===== config.mk =====
export PLATFORM = sky130hd
export DESIGN_NAME = ram_2r1w_arbiter_flat
export DESIGN_NICKNAME = d
export VERILOG_FILES = /design/src/rtl/ram_2r1w_arbiter_if.sv /design/src/rtl/ram_2r1w_arbiter.sv /design/src/flat_wrapper.sv
export SDC_FILE = /design/constraint.sdc
export NUM_CORES = 1
export LEC_CHECK = 0
export CAP_MARGIN = 10
export CORE_AREA = 5 5 473 475
export DETAILED_ROUTE_END_ITERATION = 8
export DIE_AREA = 0 0 478 480
export DONT_BUFFER_PORTS = 1
export GPL_TIMING_DRIVEN = 0
export PLACE_DENSITY = 0.3
export REMOVE_ABC_BUFFERS = 1
export SKIP_LAST_GASP = 1
export SYNTH_ARGS = -nofsm -noshare
export SYNTH_HDL_FRONTEND = slang
export SYNTH_SLANG_ARGS = --single-unit

===== constraint.sdc =====
create_clock -name clk -period 5 [get_ports clk]
set_input_delay 0.5 -clock clk [delete_from_list [all_inputs] [get_ports clk]]
set_output_delay 0.5 -clock clk [all_outputs]
set_load 0.02 [all_outputs]

===== src/rtl/ram_2r1w_arbiter_if.sv =====
// Requester-side and RAM-helper-side bus of the 2r1w RAM arbiter.
// slave modport is the arbiter; master modport is the requesters plus RAM helper.
interface ram_2r1w_arbiter_if;
    localparam int unsigned NREQ = 3;
    localparam int unsigned DW   = 64;

    logic [NREQ-1:0]    req_valid;
    logic [NREQ-1:0]    req_ready;
    logic [NREQ-1:0]    req_wen;
    logic [NREQ*DW-1:0] req_addr;
    logic [NREQ*DW-1:0] req_wdata;
    logic [NREQ*DW-1:0] req_wmask;
    logic [NREQ-1:0]    resp_valid;
    logic [NREQ*DW-1:0] resp_rdata;

    logic               ram_en;
    logic [DW-1:0]      ram_ridx0;
    logic [DW-1:0]      ram_ridx1;
    logic [DW-1:0]      ram_rdata0;
    logic [DW-1:0]      ram_rdata1;
    logic [DW-1:0]      ram_widx;
    logic [DW-1:0]      ram_wdata;
    logic [DW-1:0]      ram_wmask;
    logic               ram_wen;

    modport slave (
        input  req_valid, req_wen, req_addr, req_wdata, req_wmask,
        input  ram_rdata0, ram_rdata1,
        output req_ready, resp_valid, resp_rdata,
        output ram_en, ram_ridx0, ram_ridx1, ram_widx, ram_wdata, ram_wmask, ram_wen
    );

    modport master (
        output req_valid, req_wen, req_addr, req_wdata, req_wmask,
        output ram_rdata0, ram_rdata1,
        input  req_ready, resp_valid, resp_rdata,
        input  ram_en, ram_ridx0, ram_ridx1, ram_widx, ram_wdata, ram_wmask, ram_wen
    );
endinterface


===== src/rtl/ram_2r1w_arbiter.sv =====
// Shares a 2-read/1-write RAM helper among three requesters with round-robin grants.
// Define RAM_ARB_WR_BYPASS_EN to forward same-cycle write data to a colliding read.
module ram_2r1w_arbiter #(
    parameter logic [63:0] BASE = 64'h8000_0000,
    parameter int unsigned NREQ = 3
) (
    input  logic                  clk,
    input  logic                  rst_n,
    ram_2r1w_arbiter_if.slave     bus
);
    localparam int unsigned DW = 64;
    localparam int unsigned PW = 2;

    logic [PW-1:0]      rd_ptr, rd_ptr_nxt;
    logic [PW-1:0]      wr_ptr, wr_ptr_nxt;
    logic [DW-1:0]      addr_a  [NREQ];
    logic [DW-1:0]      wdata_a [NREQ];
    logic [DW-1:0]      wmask_a [NREQ];
    logic [NREQ-1:0]    is_rd, is_wr, gnt;
    logic               rd_hit0, rd_hit1, wr_hit;
    logic [PW-1:0]      rd_id0, rd_id1, wr_id;
    logic [PW-1:0]      rd_cand, wr_cand;
    logic [DW-1:0]      ridx0, ridx1, widx, wdata_w, wmask_w;
    logic [DW-1:0]      rdata0, rdata1;
    logic [NREQ*DW-1:0] resp_rdata_nxt;

    // Modulo-NREQ pointer increment; both operands are always below NREQ.
    function automatic logic [PW-1:0] ptr_add(input logic [PW-1:0] p, input logic [PW-1:0] k);
        logic [PW:0] s;
        s = (PW+1)'(p) + (PW+1)'(k);
        return (s >= (PW+1)'(NREQ)) ? PW'(s - (PW+1)'(NREQ)) : PW'(s);
    endfunction

    // Byte address to RAM word index; low three bits drop out of the shift.
    function automatic logic [DW-1:0] word_idx(input logic [DW-1:0] a);
        logic [DW-1:0] off;
        off = a - BASE;
        return off >> 3;
    endfunction

    for (genvar g = 0; g < NREQ; g++) begin : g_unpack
        assign addr_a[g]  = bus.req_addr[g*DW +: DW];
        assign wdata_a[g] = bus.req_wdata[g*DW +: DW];
        assign wmask_a[g] = bus.req_wmask[g*DW +: DW];
    end

    assign is_rd = bus.req_valid & ~bus.req_wen;
    assign is_wr = bus.req_valid &  bus.req_wen;

    // Read scan from rd_ptr: first reader takes port 0, second takes port 1.
    always_comb begin
        rd_hit0 = 1'b0;
        rd_hit1 = 1'b0;
        rd_id0  = '0;
        rd_id1  = '0;
        rd_cand = '0;
        for (int k = 0; k < NREQ; k++) begin
            rd_cand = ptr_add(rd_ptr, PW'(k));
            if (rst_n && is_rd[rd_cand]) begin
                if (!rd_hit0) begin
                    rd_hit0 = 1'b1;
                    rd_id0  = rd_cand;
                end else if (!rd_hit1) begin
                    rd_hit1 = 1'b1;
                    rd_id1  = rd_cand;
                end
            end
        end
    end

    // Write scan from wr_ptr: first writer takes the write port.
    always_comb begin
        wr_hit  = 1'b0;
        wr_id   = '0;
        wr_cand = '0;
        for (int k = 0; k < NREQ; k++) begin
            wr_cand = ptr_add(wr_ptr, PW'(k));
            if (rst_n && is_wr[wr_cand] && !wr_hit) begin
                wr_hit = 1'b1;
                wr_id  = wr_cand;
            end
        end
    end

    always_comb begin
        rd_ptr_nxt = rd_ptr;
        if (rd_hit1) begin
            rd_ptr_nxt = ptr_add(rd_id1, PW'(1));
        end else if (rd_hit0) begin
            rd_ptr_nxt = ptr_add(rd_id0, PW'(1));
        end
        wr_ptr_nxt = wr_ptr;
        if (wr_hit) begin
            wr_ptr_nxt = ptr_add(wr_id, PW'(1));
        end
    end

    always_comb begin
        gnt = '0;
        if (rd_hit0) gnt[rd_id0] = 1'b1;
        if (rd_hit1) gnt[rd_id1] = 1'b1;
        if (wr_hit)  gnt[wr_id]  = 1'b1;
    end

    assign ridx0   = rd_hit0 ? word_idx(addr_a[rd_id0]) : '0;
    assign ridx1   = rd_hit1 ? word_idx(addr_a[rd_id1]) : '0;
    assign widx    = wr_hit  ? word_idx(addr_a[wr_id])  : '0;
    assign wdata_w = wr_hit  ? wdata_a[wr_id] : '0;
    assign wmask_w = wr_hit  ? wmask_a[wr_id] : '0;

`ifdef RAM_ARB_WR_BYPASS_EN
    // Colliding read sees the merged post-write word.
    assign rdata0 = (wr_hit && rd_hit0 && (ridx0 == widx))
                  ? ((wdata_w & wmask_w) | (bus.ram_rdata0 & ~wmask_w)) : bus.ram_rdata0;
    assign rdata1 = (wr_hit && rd_hit1 && (ridx1 == widx))
                  ? ((wdata_w & wmask_w) | (bus.ram_rdata1 & ~wmask_w)) : bus.ram_rdata1;
`else
    assign rdata0 = bus.ram_rdata0;
    assign rdata1 = bus.ram_rdata1;
`endif

    // Route port data to the granted reader's response slot; writes return 0.
    always_comb begin
        resp_rdata_nxt = '0;
        for (int i = 0; i < NREQ; i++) begin
            if (rd_hit0 && (rd_id0 == PW'(i))) begin
                resp_rdata_nxt[i*DW +: DW] = rdata0;
            end else if (rd_hit1 && (rd_id1 == PW'(i))) begin
                resp_rdata_nxt[i*DW +: DW] = rdata1;
            end
        end
    end

    always_ff @(posedge clk or negedge rst_n) begin
        if (!rst_n) begin
            bus.resp_valid <= '0;
            bus.resp_rdata <= '0;
            rd_ptr         <= '0;
            wr_ptr         <= '0;
        end else begin
            bus.resp_valid <= gnt;
            bus.resp_rdata <= resp_rdata_nxt;
            rd_ptr         <= rd_ptr_nxt;
            wr_ptr         <= wr_ptr_nxt;
        end
    end

    assign bus.req_ready = gnt;
    assign bus.ram_en    = rd_hit0 | wr_hit;
    assign bus.ram_ridx0 = ridx0;
    assign bus.ram_ridx1 = ridx1;
    assign bus.ram_wen   = wr_hit;
    assign bus.ram_widx  = widx;
    assign bus.ram_wdata = wdata_w;
    assign bus.ram_wmask = wmask_w;

endmodule


===== src/flat_wrapper.sv =====
// flat-port wrapper written by rule: the top's interface ports become plain ports
module ram_2r1w_arbiter_flat 
#(
    parameter logic [63:0] BASE = 64'h8000_0000,
    parameter int unsigned NREQ = 3
)
  (clk, rst_n, bus_req_valid, bus_req_wen, bus_req_addr, bus_req_wdata, bus_req_wmask, bus_ram_rdata0, bus_ram_rdata1, bus_req_ready, bus_resp_valid, bus_resp_rdata, bus_ram_en, bus_ram_ridx0, bus_ram_ridx1, bus_ram_widx, bus_ram_wdata, bus_ram_wmask, bus_ram_wen);
  ram_2r1w_arbiter_if bus_i ();
  input  logic clk;
  input  logic rst_n;
  input wire logic [$bits(bus_i.req_valid)-1:0] bus_req_valid;
  input wire logic [$bits(bus_i.req_wen)-1:0] bus_req_wen;
  input wire logic [$bits(bus_i.req_addr)-1:0] bus_req_addr;
  input wire logic [$bits(bus_i.req_wdata)-1:0] bus_req_wdata;
  input wire logic [$bits(bus_i.req_wmask)-1:0] bus_req_wmask;
  input wire logic [$bits(bus_i.ram_rdata0)-1:0] bus_ram_rdata0;
  input wire logic [$bits(bus_i.ram_rdata1)-1:0] bus_ram_rdata1;
  output wire logic [$bits(bus_i.req_ready)-1:0] bus_req_ready;
  output wire logic [$bits(bus_i.resp_valid)-1:0] bus_resp_valid;
  output wire logic [$bits(bus_i.resp_rdata)-1:0] bus_resp_rdata;
  output wire logic [$bits(bus_i.ram_en)-1:0] bus_ram_en;
  output wire logic [$bits(bus_i.ram_ridx0)-1:0] bus_ram_ridx0;
  output wire logic [$bits(bus_i.ram_ridx1)-1:0] bus_ram_ridx1;
  output wire logic [$bits(bus_i.ram_widx)-1:0] bus_ram_widx;
  output wire logic [$bits(bus_i.ram_wdata)-1:0] bus_ram_wdata;
  output wire logic [$bits(bus_i.ram_wmask)-1:0] bus_ram_wmask;
  output wire logic [$bits(bus_i.ram_wen)-1:0] bus_ram_wen;
  assign bus_i.req_valid = bus_req_valid;
  assign bus_i.req_wen = bus_req_wen;
  assign bus_i.req_addr = bus_req_addr;
  assign bus_i.req_wdata = bus_req_wdata;
  assign bus_i.req_wmask = bus_req_wmask;
  assign bus_i.ram_rdata0 = bus_ram_rdata0;
  assign bus_i.ram_rdata1 = bus_ram_rdata1;
  assign bus_req_ready = bus_i.req_ready;
  assign bus_resp_valid = bus_i.resp_valid;
  assign bus_resp_rdata = bus_i.resp_rdata;
  assign bus_ram_en = bus_i.ram_en;
  assign bus_ram_ridx0 = bus_i.ram_ridx0;
  assign bus_ram_ridx1 = bus_i.ram_ridx1;
  assign bus_ram_widx = bus_i.ram_widx;
  assign bus_ram_wdata = bus_i.ram_wdata;
  assign bus_ram_wmask = bus_i.ram_wmask;
  assign bus_ram_wen = bus_i.ram_wen;
  ram_2r1w_arbiter #(.BASE(BASE), .NREQ(NREQ)) u_core (.clk(clk), .rst_n(rst_n), .bus(bus_i));
endmodule

Yosys cells after proc, flatten, opt, wreduce, memory -nomap -nowiden
Cells that the tools add are included.

word-level totals
  register bits after elaboration = 199
  input bits = 712
  output and inout bits = 520
  word-level logic and storage cells = 163

cells by class
  add/sub/neg operators = 19
  $lt $le $gt $ge = 24
  equal/unequal tests = 4
  mux-type cells = 81
  bitwise gates (word level) = 9
  reduce and logical (&&, ||, !) cells = 22

operator list
  kind                                                                   count
  64-bit two-way mux                                                     18
  64-bit binary-select mux with 2-bit select                             5
  64-bit by 32-bit subtractor with 64-bit output, second input constant  3
  61-bit two-way mux                                                     3
  2-bit two-way mux                                                      24
  2-bit by 3-bit < comparator with 1-bit output, second input constant   9
  3-bit by 2-bit >= comparator with 1-bit output, second input constant  7
  1-bit two-way mux                                                      19
  2-bit subtractor, second input constant                                9
  1-bit logical AND                                                      17
  2-bit by 1-bit adder with 3-bit output, second input constant          5
  1-bit binary-select mux with 2-bit select                              6
  3-bit >= comparator, second input constant                             3
  3-bit two-way mux                                                      3
  2-bit inverter with 3-bit output                                       3
  2-bit by 2-bit adder with 3-bit output, second input constant          2
  3-bit bitwise AND                                                      2
  1-bit demux with 2-bit select                                          3
  2-bit by 1-bit >= comparator with 1-bit output, second input constant  3
  3-bit bitwise OR                                                       2
  2-bit by 1-bit == test with 1-bit output, second input constant        2
  2-bit == test, second input constant                                   2
  2-bit >= comparator, second input constant                             2
  2-bit logical NOT                                                      2
  other kinds (4)                                                        5

Logic depth before layout (Yosys ltp)
  depth in word-level cells = 19
  mapped depth = 22
  gate-level depth less buffers = 16

Least setup slack after synthesis
No wires, ideal clock.

  path type = register to output
  start = register u_core.rd_ptr[0]
  end = output port bus_ram_ridx1[50]
  arrival = 4,678 ps
  data required time = 4,500 ps
  setup slack = -178 ps
  stages on the path, launching flop included = 22
  buffers on the path = 7
  cells stage by stage = dfrtp_1 > inv_1 > ha_1 > or3b_1 > o32a_1 > o221ai_2 > and2_1 > buf_4 > buf_2 > buf_2 > buf_2 > clkbuf_1 > clkbuf_1 > a21oi_1 > a21oi_1 > ha_1 > o211ai_1 > or3_1 > clkbuf_1 > nor2_1 > a31oi_1 > nor3b_1

on the way
  word-level cells in the longest chain between the ends = 17
  elaborated cells on any way between the ends = 37
  classes of those cells = add/sub: 6; order compare: 3; mux: 24; bitwise: 1; reduce/logical: 3

RTL lines
  item                                                                                             line                     source
  start, declared                                                                                  ram_2r1w_arbiter.sv:14   logic [PW-1:0] rd_ptr, rd_ptr_nxt;
  start signal, assigned                                                                           ram_2r1w_arbiter.sv:143  rd_ptr <= rd_ptr_nxt;
  parallel branches: the longest is 16 deep, another holds 2-bit by 1-bit adder with 3-bit output  --
  61-bit two-way mux *                                                                             ram_2r1w_arbiter.sv:106  assign ridx1 = rd_hit1 ? word_idx(addr_a[rd_id1]) : '0;
  end, declared                                                                                    flat_wrapper.sv:23       output wire logic [$bits(bus_i.ram_ridx1)-1:0] bus_ram_ridx1;

Mark *: on every way between the ends. The select of a mux whose other input is x is not followed.

Final worst setup path
  start = register u_core.rd_ptr[0]
  end = output port bus_ram_ridx1[53]

Same word-level chain as after synthesis.

==> results.txt <==
The flow ran to the end, but the final reports show violations. The final reports fail on hold timing, capacitance limit, setup timing. For the HPWL after detailed placement, the log shows 165 mm.

The final design area excluding fillers is 26800 sq um, and the power per standard cell area is 503 nW/um^2. Of the synthesized area, sequential elements account for 28.5%. Clock slew seen by the registers of the worst setup and hold paths: 110 ps. Once placement finished, the instance area stood at 21800 sq um.

The maximum frequency from static timing analysis was 0.186 GHz. Entering global routing, the biggest net connects 215 pins. In this design, the critical path's most frequently occurring cell is sky130_fd_sc_hd__buf_12. The cell type of the slowest stage on the worst timing path was sky130_fd_sc_hd__or4_4. Yosys printed 0 warnings. The floorplan has 172 rows. Walking the worst path, the cells encountered are buf_6, ha_4, buf_6, or3b_4, xnor2_4, o2111ai_4, buf_12, nand2_8, buf_12, mux2_4, mux2i_4, nand4b_4, or4_4, buf_12, or4_4, a21oi_4.

The analysis attributes to cell leakage a power of 9.70 nW. The minimum setup slack among reg-to-reg paths came out at 310 ps. Endpoint of the worst-slack reg-to-reg timing path: u_core.bus.resp_rdata[45]. The total number of vias is 21500.

The run gives 17.1% as the aggregate global-route resource usage. At the worst endpoint, the required time is 4500 ps. For the pin with the worst max-slew slack, the measured transition is 1510 ps.

The first detailed-routing pass took 7 iterations. The most used flip-flop cell after synthesis is sky130_fd_sc_hd__dfrtp_1. The netlist uses 100 different library cells.

The number of sinks on the clock net is 199. At the end of the flow, the number of nets in the layout was 3113. The tools report the clock tree root driver cell as sky130_fd_sc_hd__clkbuf_16.

After floorplanning, the core was sized to cover 219000 sq um. The finished layout holds 5295 standard cells, fillers aside. The run gives -369 ps as the final worst setup slack. In this run the critical register-to-register path is launched from u_core.rd_ptr[0].

In the post-synthesis netlist, the biggest area contributors are sky130_fd_sc_hd__dfrtp_1 29%, sky130_fd_sc_hd__nand2_1 11%, sky130_fd_sc_hd__a22o_1 9.9%, sky130_fd_sc_hd__a311oi_1 7.9%, sky130_fd_sc_hd__nor2_1 6.0%. TritonCTS built the clock tree. Of the post-synthesis cell area, the dominant cell type holds 28.5%. Worst endpoint data arrival time: 4870 ps.

Setup violations remaining at the end of the flow were counted as 37. The run gives 1232 as the count of pins on the block boundary. For the number of global-route vias before repair, the log shows 21200. The path class of the tightest hold or removal check is input pin to asynchronous set/reset pin. After technology mapping, the gate count stands at 2319. The floorplan step defined a die boundary enclosing 229000 sq um.

The cell type with the largest total area after synthesis is sky130_fd_sc_hd__dfrtp_1. The worst setup path is launched from a flop. The run gives 104 as the initial antenna violation count. The leftover overflow at the end of global routing is 0, and the first-pass GRT wire length is 255 mm. Once detail routing completed, the nets flagged for antenna violations numbered 0. After detailed routing, the number of remaining DRC violations is 0.

The worst hold slack was -306 ps; the number of DRC violations after detailed-routing iteration 0 was 1862. For this run, asynchronously set or reset flops after synthesis account for 100%. Measured against its own limit, the worst slew margin works out to 0.140%. The run gives 0.961 as the global placement routability congestion. Compared with the post-synthesis result, the final layout area differs by 53.3%. For the final wirelength, the log shows 211 mm.

Clock latency on the worst-skew pair, taken at its later pin, is 500 ps. The effective utilization at floorplan was 7.98%. The synthesized design contains 199 register bits. The H-tree was split into 4 levels. The detailed-route wire length per cell is 39.8 um, and the total of buffers placed on input and output ports is 0. Along the worst path, the maximum fanout reaches 9. The ratio of cells with drive above 1 in the final layout came out at 26.3%. In this design, the stage delay of the slowest critical-path cell is 550 ps. The smallest clock period supported by the final layout is computed as 5370 ps. The average vias per placed instance was 4.06. The count of fill cells added during filler insertion came out at 25100. The number of synthesized flops with an enable pin was 0; the number of instances in the placed design was 5051. For the final-report hold violation count, the log shows 199. The y dimension of the die was 480 um. The worst setup path is captured at an output pin. Peak ir drop on the vdd network: 0.248 mV.

Setup repair after global routing could not meet its margin everywhere. The total CTS buffers was 17; the number of pins with negative max-slew slack in the final report was 0. The worst setup path is of the flop to output pin kind.

The number of cells on the worst reg-to-reg path came out at 20. Between clock sinks in the finished design, the worst skew comes to 28.4 ps. A synthesized cell averages 7.53 sq um. The reported max-cap violation count is 1, and the share of the clock period used by the worst path after layout is 107%.

The total standard cell area after synthesis is 17500 sq um, and the buffer levels on the longest clock path is 2. In this run the horizontal extent of the chip is 478 um.
[what timing repair did]
item	in CTS	in global routing
resized for setup	346	88
gates cloned	15	4
endpoints found under the setup margin	471	84
pin swaps	84	62
hold endpoints to repair	199	199
setup buffers	137	30
[cell usage after synthesis (7+ instances only)]
| library cell | instances |
|---|---|
| sky130_fd_sc_hd__mux2i_1 | 53 |
| sky130_fd_sc_hd__nor3_1 | 22 |
| sky130_fd_sc_hd__a31o_2 | 9 |
| sky130_fd_sc_hd__or4_1 | 8 |
| sky130_fd_sc_hd__buf_6 | 7 |
| sky130_fd_sc_hd__nand2_1 | 521 |
| sky130_fd_sc_hd__a22o_1 | 198 |
| sky130_fd_sc_hd__xnor2_1 | 41 |
| sky130_fd_sc_hd__a311oi_1 | 157 |
| sky130_fd_sc_hd__nand2b_1 | 15 |
| sky130_fd_sc_hd__nor2_1 | 279 |
| sky130_fd_sc_hd__o31ai_1 | 13 |
| sky130_fd_sc_hd__buf_1 | 16 |
| sky130_fd_sc_hd__o211ai_1 | 15 |
| sky130_fd_sc_hd__dfrtp_1 | 199 |
| sky130_fd_sc_hd__o311a_1 | 13 |
| sky130_fd_sc_hd__nor2b_1 | 9 |
| sky130_fd_sc_hd__and3_1 | 13 |
| sky130_fd_sc_hd__nand3_1 | 36 |
| sky130_fd_sc_hd__a22oi_1 | 38 |
| sky130_fd_sc_hd__clkbuf_1 | 177 |
| sky130_fd_sc_hd__xor2_1 | 16 |
| sky130_fd_sc_hd__and2_1 | 9 |
| sky130_fd_sc_hd__buf_4 | 11 |
| sky130_fd_sc_hd__buf_2 | 15 |
| sky130_fd_sc_hd__a211oi_1 | 8 |
| sky130_fd_sc_hd__a31oi_1 | 12 |
| sky130_fd_sc_hd__nor4_1 | 18 |
| sky130_fd_sc_hd__ha_1 | 14 |
| sky130_fd_sc_hd__o211a_1 | 8 |
| sky130_fd_sc_hd__a21oi_1 | 110 |
| sky130_fd_sc_hd__nand4_1 | 39 |
| sky130_fd_sc_hd__inv_1 | 24 |
| sky130_fd_sc_hd__o21ai_0 | 64 |
| sky130_fd_sc_hd__or2_2 | 8 |
[critical path, delay by kind of cell, from the launching register on]
kind	cells	cell delay, ps
flops	1	420
xor+xnor	1	150
fa+ha+maj	1	180
simple gates	5	1740
compound gates	2	520
mux	2	530
buf+inv	5	770
[how the worst max path moves through the flow]
stage          slack [ps]             start  cells past startpoint           endpoint
4_1_cts              -490  u_core.rd_ptr[0]                     15  bus_ram_ridx0[60]
6_report             -370  u_core.rd_ptr[0]                     16  bus_ram_ridx1[53]
5_1_grt              -510  u_core.rd_ptr[0]                     17  bus_ram_ridx1[49]
3_3_place_gp       -58440  u_core.wr_ptr[0]                     11   bus_ram_widx[57]
2_1_floorplan      -16970  u_core.wr_ptr[0]                     12   bus_ram_widx[56]
3_5_place_dp        -3490  u_core.rd_ptr[0]                     15  bus_ram_ridx0[60]
[metrics by stage]
step | setup WS [ps] | util, % | power [mW] | TNS, ps
detailed placement | -3490 | 9.98 | 10.1 | -394990
global route | -511 | 12.2 | 14.1 | -15180
global placement | -58440 | 9.19 | 9.44 | -
CTS | -492 | 11.8 | 13.4 | -13470
floorplan | -16970 | - | 6.58 | -3713150
finish | -369 | 12.2 | 13.5 | -7090
[report_power, final]
group          leakage (nW)  internal, mW  switching [mW]
logic                  6.67          2.95            6.13
clock network         0.293         0.747           0.762
registers              2.73          1.97           0.904
total                  9.70          5.67            7.79
[routing by layer]
layer  up-vias  GRT usage [%]  part of all wire (%)
met1     10800           16.5                    32
li1       8707              -                     -
met4        54           7.17                   4.8
met5         -          0.269                  0.16
met3       355           7.65                    11
met2      1545           31.5                    51
[kinds of logic (layout without fill, tap and decap cells)]
group	count (synthesis)	count (layout)	synth area share, %
AO/OA/AOI/OAI	708	708	31.7
XOR/XNOR	57	57	2.86
adder cells (fa/ha/maj)	16	16	1.12
buffers and inverters	255	323	6.13
flip-flops	199	199	28.5
multiplexers	61	61	3.74
other	1	34	0.0215
AND/OR/NAND/NOR	1022	1026	25.9
[registers in the layout (all words and copies together), names as in the netlist]
register	count
u_core.bus.resp_valid	3
u_core.wr_ptr	2
u_core.bus.resp_rdata	192
u_core.rd_ptr	2
[layout by cell type (no fill, tap or decap), types with 9 or more instances in the layout]
cell / synthesis / final
sky130_fd_sc_hd__mux2i_1: 53 / 42
sky130_fd_sc_hd__xnor2_1: 41 / 29
sky130_fd_sc_hd__nor2_1: 279 / 233
sky130_fd_sc_hd__nor4_4: 1 / 11
sky130_fd_sc_hd__mux2i_4: 2 / 11
sky130_fd_sc_hd__clkbuf_16: 0 / 20
sky130_fd_sc_hd__buf_12: 0 / 50
sky130_fd_sc_hd__nand2b_1: 15 / 12
sky130_fd_sc_hd__nand3_1: 36 / 26
sky130_fd_sc_hd__nor3_4: 0 / 12
sky130_fd_sc_hd__o21ai_1: 1 / 13
sky130_fd_sc_hd__a21oi_4: 1 / 12
sky130_fd_sc_hd__nor2_4: 1 / 34
sky130_fd_sc_hd__a21oi_2: 0 / 11
sky130_fd_sc_hd__buf_6: 7 / 35
sky130_fd_sc_hd__buf_4: 11 / 127
sky130_fd_sc_hd__a311oi_2: 0 / 36
sky130_fd_sc_hd__nand3_4: 0 / 10
sky130_fd_sc_hd__xor2_1: 16 / 12
sky130_fd_sc_hd__buf_8: 0 / 20
sky130_fd_sc_hd__nor2_2: 0 / 13
sky130_fd_sc_hd__nand2_1: 521 / 515
sky130_fd_sc_hd__a311oi_1: 157 / 118
sky130_fd_sc_hd__diode_2: 0 / 25
sky130_fd_sc_hd__o311a_4: 0 / 9
sky130_fd_sc_hd__inv_1: 24 / 20
sky130_fd_sc_hd__a22o_1: 198 / 198
sky130_fd_sc_hd__o211ai_1: 15 / 15
sky130_fd_sc_hd__a22oi_1: 38 / 33
sky130_fd_sc_hd__a21oi_1: 110 / 88
sky130_fd_sc_hd__buf_16: 0 / 15
sky130_fd_sc_hd__conb_1: 1 / 9
sky130_fd_sc_hd__bufbuf_16: 0 / 9
sky130_fd_sc_hd__nand4_1: 39 / 39
sky130_fd_sc_hd__dfrtp_1: 199 / 199
sky130_fd_sc_hd__a31o_2: 9 / 9
sky130_fd_sc_hd__o21ai_0: 64 / 44
[layout make-up]
class	instances	area [sq um]	share of cell area (%)
diodes	25	62.6	0.234
clock buffers	20	467	1.74
clock inverters	11	133	0.495
inverters	29	178	0.664
multi-input cells	1877	13900	51.9
flip-flops and latches	199	4980	18.6
well taps	2871	3590	13.4
repair buffers	260	3440	12.8
repair inverters	3	26.3	0.0981
Power figures use the tool's default switching activity.
